`src/rtl/pipeline_hazard_ctrl.sv`:
```
// Stall/flush sequencer for the 5-stage pipeline: load-use, taken-branch and
// data-memory wait handling, with MEM wait timeout and saturating perf counters.
module pipeline_hazard_ctrl #(
  parameter int unsigned REG_ADDR_W  = 5,
  parameter int unsigned CNT_W       = 16,
  parameter int unsigned MEM_TIMEOUT = 64
) (
  input  logic                  clk,
  input  logic                  rst,
  input  logic [REG_ADDR_W-1:0] id_rs,
  input  logic [REG_ADDR_W-1:0] id_rt,
  input  logic                  id_uses_rt,
  input  logic                  ex_memRead,
  input  logic [REG_ADDR_W-1:0] ex_wn,
  input  logic                  branch_taken,
  input  logic                  mem_req,
  input  logic                  mem_ready,
  output logic                  pc_we,
  output logic                  if_id_we,
  output logic                  if_id_flush,
  output logic                  id_ex_we,
  output logic                  id_ex_bubble,
  output logic                  ex_mem_we,
  output logic                  mem_wb_bubble,
  output logic                  mem_err,
  output logic                  state,
  output logic [CNT_W-1:0]      stall_cnt,
  output logic [CNT_W-1:0]      flush_cnt
);

  localparam int unsigned     WAIT_W    = (MEM_TIMEOUT > 1) ? $clog2(MEM_TIMEOUT) : 1;
  localparam logic [WAIT_W-1:0] WAIT_LAST = WAIT_W'(MEM_TIMEOUT - 1);
  localparam logic [CNT_W-1:0]  CNT_MAX   = '1;

  typedef enum logic {RUN = 1'b0, MEM_WAIT = 1'b1} stateT;

  stateT             curState;
  logic [WAIT_W-1:0] waitCnt;
  logic              tmo;
  logic              memWait;
  logic              loadUse;
  logic              flushEvt;

  assign state    = curState;
  assign tmo      = (curState == MEM_WAIT) && (waitCnt == WAIT_LAST);
  assign memWait  = ((curState == RUN) && mem_req && !mem_ready) ||
                    ((curState == MEM_WAIT) && !mem_ready && !tmo);
  assign loadUse  = ex_memRead && (ex_wn != '0) &&
                    ((ex_wn == id_rs) || (id_uses_rt && (ex_wn == id_rt)));
  assign flushEvt = !memWait && branch_taken;

  // Pipeline register controls; priority memwait > branch > load-use > normal.
  always_comb begin
    pc_we         = 1'b1;
    if_id_we      = 1'b1;
    if_id_flush   = 1'b0;
    id_ex_we      = 1'b1;
    id_ex_bubble  = 1'b0;
    ex_mem_we     = 1'b1;
    mem_wb_bubble = 1'b0;
    if (!rst) begin
      pc_we         = 1'b0;
      if_id_we      = 1'b0;
      if_id_flush   = 1'b1;
      id_ex_we      = 1'b0;
      id_ex_bubble  = 1'b1;
      ex_mem_we     = 1'b0;
      mem_wb_bubble = 1'b1;
    end else if (memWait) begin
      pc_we         = 1'b0;
      if_id_we      = 1'b0;
      id_ex_we      = 1'b0;
      ex_mem_we     = 1'b0;
      mem_wb_bubble = 1'b1;
    end else if (branch_taken) begin
      if_id_flush  = 1'b1;
      id_ex_bubble = 1'b1;
    end else if (loadUse) begin
      pc_we        = 1'b0;
      if_id_we     = 1'b0;
      id_ex_bubble = 1'b1;
    end
  end

  // Wait FSM, timeout error flag and saturating counters.
  always_ff @(posedge clk or negedge rst) begin
    if (!rst) begin
      curState  <= RUN;
      waitCnt   <= '0;
      mem_err   <= 1'b0;
      stall_cnt <= '0;
      flush_cnt <= '0;
    end else begin
      case (curState)
        RUN: begin
          if (mem_req && !mem_ready) begin
            curState <= MEM_WAIT;
            waitCnt  <= '0;
          end
        end
        MEM_WAIT: begin
          waitCnt <= waitCnt + WAIT_W'(1);
          if (mem_ready) begin
            curState <= RUN;
          end else if (tmo) begin
            curState <= RUN;
            mem_err  <= 1'b1;
          end
        end
        default: curState <= RUN;
      endcase
      if (!pc_we && (stall_cnt != CNT_MAX)) stall_cnt <= stall_cnt + CNT_W'(1);
      if (flushEvt && (flush_cnt != CNT_MAX)) flush_cnt <= flush_cnt + CNT_W'(1);
    end
  end

endmodule

```
`config.mk`:
```
export PLATFORM = sky130hd
export DESIGN_NAME = pipeline_hazard_ctrl
export DESIGN_NICKNAME = d
export VERILOG_FILES = /design/src/rtl/pipeline_hazard_ctrl.sv
export SDC_FILE = /design/constraint.sdc
export NUM_CORES = 1
export LEC_CHECK = 0
export CAP_MARGIN = 20
export CORE_MARGIN = 2
export CORE_UTILIZATION = 50
export DETAILED_ROUTE_END_ITERATION = 12
export PLACE_DENSITY = 0.85
export RECOVER_POWER = 25
export SLEW_MARGIN = 20
export SYNTH_ARGS = -nofsm -noshare
export SYNTH_HDL_FRONTEND = slang
export SYNTH_SLANG_ARGS = --single-unit
```
`constraint.sdc`:
```
create_clock -name clk -period 2.9 [get_ports clk]
set_input_delay 0.29 -clock clk [delete_from_list [all_inputs] [get_ports clk]]
set_output_delay 0.29 -clock clk [all_outputs]
set_load 0.03 [all_outputs]
```
; ---- Word-level counts from Yosys, hierarchy flattened
; Cells that the tools add are included.
[op_classes]
n_addsub = 3
n_eq_ne = 6
mux = 21
n_bitwise = 2
reduce_logical = 20
[ops]
columns = operator, n
row1 = "16-bit by 1-bit adder with 16-bit output, second input constant", 2
row2 = "16-bit != test, second input constant", 2
row3 = 1-bit two-way mux, 18
row4 = 1-bit logical AND, 12
row5 = 6-bit case mux with 2 select lines, 1
row6 = 5-bit == test, 2
row7 = "6-bit by 1-bit adder with 6-bit output, second input constant", 1
row8 = "6-bit == test, second input constant", 1
row9 = 6-bit two-way mux, 1
row10 = 5-bit nonzero test, 1
row11 = 1-bit logical NOT, 4
row12 = 3-bit AND reduction, 1
row13 = 1-bit logical OR, 2
row14 = "2-bit by 1-bit != test with 1-bit output, second input constant", 1
row15 = 1-bit NOT, 2
row16 = 1-bit case mux with 2 select lines, 1
[word_totals]
register_bits = 40
in_bits = 22
output_inout_bits = 41
elab_cells = 57

; ---- Longest topological paths before layout
[depth]
depth_word = 10
depth_mapped = 8
mapped_depth_nobuf = 7

; ---- Worst setup path before layout
; OpenSTA, ideal clock, no wires.
[synth_timing]
kind = flip-flop to output port
start = reg curState, in the netlist state
end = out pc_we
t_arrival_ns = 2.012
required_time_ns = 2.610
setup_slack_ns = 0.598
path_stages_with_launch = 7
n_path_buf = 3
path_cell_list = dfrtp_1 buf_2 or2_2 buf_2 nand3_2 nor2_1 buf_4
[synth_between]
elab_chain_len = 6
elab_cells_between_ends = 10
cone_classes = mux (2) / bitwise (1) / reduce/logical (7)
[synth_rtl]
columns = element, line
row1 = "start, declared", 37  ; stateT curState;
row2 = "start signal, assigned", 88  ; curState <= RUN;
row3 = "start signal, assigned", 97  ; curState <= MEM_WAIT;
row4 = "start signal, assigned", 104  ; curState <= RUN;
row5 = 1-bit logical AND / 1-bit NOT (equally long branches), -
row6 = 1-bit logical NOT / 1-bit logical AND (equally long branches), "47, 46"
row7 = 1-bit logical AND (on tied branches), "47, 46"
row8 = 1-bit logical OR *, 46  ; assign memWait = ((curState == RUN) && mem_req && !mem_ready) ||
row9 = 1-bit two-way mux * (2 in series), -
row10 = "end, declared", 18  ; output logic pc_we,
; Mark *: on every way between the ends. The rest lies on a longest branch, timed or not.

; ---- Worst setup path after layout
[layout_timing]
start = in ex_wn[2]
end = out if_id_we
[layout_between]
elab_chain_len = 8
elab_cells_between_ends = 11
cone_classes = eq/ne (2) / mux (4) / reduce/logical (5)
[layout_rtl]
columns = element, line
row1 = "start, declared", 14  ; input logic [REG_ADDR_W-1:0] ex_wn,
row2 = 5-bit == test, 49  ; ((ex_wn == id_rs) || (id_uses_rt && (ex_wn == id_rt)));
row3 = 1-bit logical AND, 49
row4 = 1-bit logical OR, 49
row5 = 1-bit logical AND *, 48  ; assign loadUse = ex_memRead && (ex_wn != '0) &&
row6 = 1-bit two-way mux *, 78  ; end else if (loadUse) begin
row7 = 1-bit two-way mux *, 75  ; end else if (branch_taken) begin
row8 = 1-bit two-way mux *, 69  ; end else if (memWait) begin
row9 = 1-bit two-way mux *, 61  ; if (!rst) begin
row10 = "end, declared", 19  ; output logic if_id_we,
; Marks and branches as above.

==> qor.yml <==
sta:
  setup_violations: 0
  maxSlewHeadroom: 0.400
  rsz0062_at_grt: "no"
  worst_slew_pin_slew_ns: 0.900
  setup_tns_ns: 0
  min_period_ns: 2.79
  hold_viol_final: 0
  fmax_mhz: 359
  finalMaxSlewViolations: 0
  hold_slack_ns: 0.397
  finClkSkew_ns: 0.00852
  fin_crit_sh: 0.961
setup_path:
  crit_buf_inv: 2
  critical_path_arrival_ns: 2.50
  critPathLaunchType: "input pin"
  crit_path_top_delay_cell: "clkdlybuf4s50_1"
  r2r_start: "stall_cnt[7]$_DFFE_PN0P_"
  slowest_delay_ns: 0.70
  critPathMaxFanout: 3
  cp_top_family: "buffers and inverters"
  required_ns: 2.61
  criticalPathCategory: "input pin to output port"
  endpoint_kind: "output port"
  crit_start: "ex_wn[2]"
  path_cells: "clkdlybuf4s50_1 > or4_1 > o21ai_1 > nand2b_1 > nor2_1 > nor2_1 > clkdlybuf4s50_1"
clocking:
  insertion_delay_ns: 0.29
  postCtsResizedCells: 0
  cts_tree: "yes"
  htreeDepth: 2
  cts_buffer_depth: 2
  cts_buffers: 5
  clockRootBuffer: "clkbuf_8"
  clk_pin_slew_ns: 0.08
  numClockSinks: 40
placement:
  portBuffers: 62
  routabilityCongestion: 0.753
  place_area_um2: 2730
  dp_hpwl_mm: 3.53
logic_synthesis:
  syn-num-nets: 220
  netlist_instances: 195
  synth-seq-cells: 40
  synth_warnings: 0
  ys.flop_type: "dfrtp_1"
  synth_edf_count: 0
  synth.yosys.seq_area_share: 0.486
  syn_avg_cell_area_um2: 10.6
  async_flop_share: 1.00
  ys_types: 37
  yosysTopAreaCell: "dfrtp_1"
  synth_area_leaders: "dfrtp_1, xnor2_1, xor2_1"
  synth_area_um2: 2060
  synth_top_area_frac: 0.486
global_route:
  grt.overflow.total: 0
  grt_max_degree: 18
  antenna_found_initial: 0
  grt_pass1_wl_mm: 7.72
  grtUsageTotal: 0.222
  grt_pass1_vias: 1679
floorplanning:
  pin_count: 63
  coreArea_um2: 3970
  fp.dieW_um: 68.2
  die_h_um: 68.2
  rows: 23
  dieArea_um2: 4650
  start_util: 0.519
drt:
  ant_nets: 0
  totalWireLength_mm: 4.60
  dr.first_iter.drc_count: 93
  vias: 1683
  drtPass1Iterations: 4
  drt-vias-per-instance: 5.36
  wl_per_cell_um: 14.6
  drc: 0
pwr:
  power_leakage_nw: 1.26
  ir_drop_mv: 0.553
  power_density_nw_per_um2: 679
final_layout:
  fill_cells: 338
  n_antenna_cell: 0
  fin_nets: 288
  drive_gt1_frac: 0.0758
  synthToLayoutAreaGrowth_pct: 36.9
  stdcell_area_um2: 2820
worst_hold_path:
  holdCritPathClass: "input pin to async pin"
flow_run:
  max_cap_violations: 0
run_status:
  run_status: "finished clean"
## power by group
part / total, W / internal [W] / leakage [nW] / switching [W]
Clock: 0.000378 / 0.000194 / 0.0455 / 0.000184
Combinational: 0.000710 / 0.000324 / 0.686 / 0.000386
Sequential: 0.000826 / 0.000673 / 0.525 / 0.000154
## flip-flops by register name, summed over array words and instances, names as in the netlist
| name | count |
|---|---|
| flush_cnt | 16 |
| waitCnt | 6 |
| state | 1 |
| stall_cnt | 16 |
| mem_err | 1 |
## final cells by class
type,count,area [µm²],share of cell area
multi-input cells,146,1010,0.357
flip-flops and latches,40,1000,0.355
repair buffers,67,648,0.230
clock buffers,8,90.1,0.0320
well taps,50,62.6,0.0222
inverters,3,11.3,0.00399
## Yosys cell counts (4+ instances only)
library cell   n
and3_1         4
dfrtp_1       40
nand2_1       20
nand2b_1       4
nand3_1       18
nand4_1       10
nor2_1        13
o21ai_0        4
xnor2_1       23
xor2_1        17
## cells by family after synthesis
logic type | Yosys count | synth area share
DFF | 40 | 0.486
adders and majority gates | 3 | 0.0182
buffers and inverters | 9 | 0.0255
and+or+nand+nor | 86 | 0.227
AOI/OAI and AO/OA | 14 | 0.0577
xor gates and xnor gates | 40 | 0.170
muxes | 3 | 0.0158
## repair_timing
action                                 4_1_cts  5_1_grt
endpoints found under the hold margin        7        0
hold buffers                                 1        0
setup buffers                                0        0
## worst reg2reg max path, stage by stage, from the launching register on
cell	delay, ns
dfrtp_1	0.45
nand4_1	0.28
nor2_1	0.26
nand3_1	0.17
a22oi_4	0.48
mux2_2	0.39
## layer usage
layer	up-vias	track usage	wire length, µm
met2	37	0.375	2340
li1	816	-	-
met4	0	0.0725	68
met5	-	0	0
met1	818	0.281	1980
met3	12	0.0510	206
## layout by cell type (no fill, tap or decap), drive strengths merged, types with 4 or more instances in the layout
master,count
clkdlybuf4s50,60
dfrtp,40
xnor2,23
nand2,20
nand3,19
xor2,17
nor2,13
nand4,10
clkbuf,10
o21ai,5
and3,5
nand2b,4
nor3,4
## final timing paths
kind / end / slack (ns) / depth (start not counted)
setup reg to reg: stall_cnt[1]$_DFFE_PN0P_ / 0.77 / 5
max in group asynchronous: flush_cnt[10]$_DFFE_PN0P_ / 1.41 / 3
hold / removal: waitCnt[3]$_DFFE_PN0P_ / 0.40 / 2
setup / recovery: if_id_we / 0.11 / 7
hold reg to reg: mem_err$_DFFE_PN0P_ / 0.49 / 1
min in group clk: mem_err$_DFFE_PN0P_ / 0.49 / 1
## stage by stage
| stage | instances | power (W) | worst slack (ns) | util |
|---|---|---|---|---|
| 6_report | 314 | 0.00191 | 0.112 | 0.710 |
| 5_1_grt | 314 | 0.00204 | 0.0176 | 0.710 |
| 4_1_cts | 314 | 0.00193 | 0.0893 | 0.712 |
| 3_5_place_dp | 305 | 0.00154 | 0.0890 | 0.687 |
| 3_3_place_gp | 305 | 0.00152 | 0.136 | 0.687 |
| 2_1_floorplan | 195 | 0.00123 | 0.598 | - |
No activity file was read; power rests on OpenSTA's default activity.
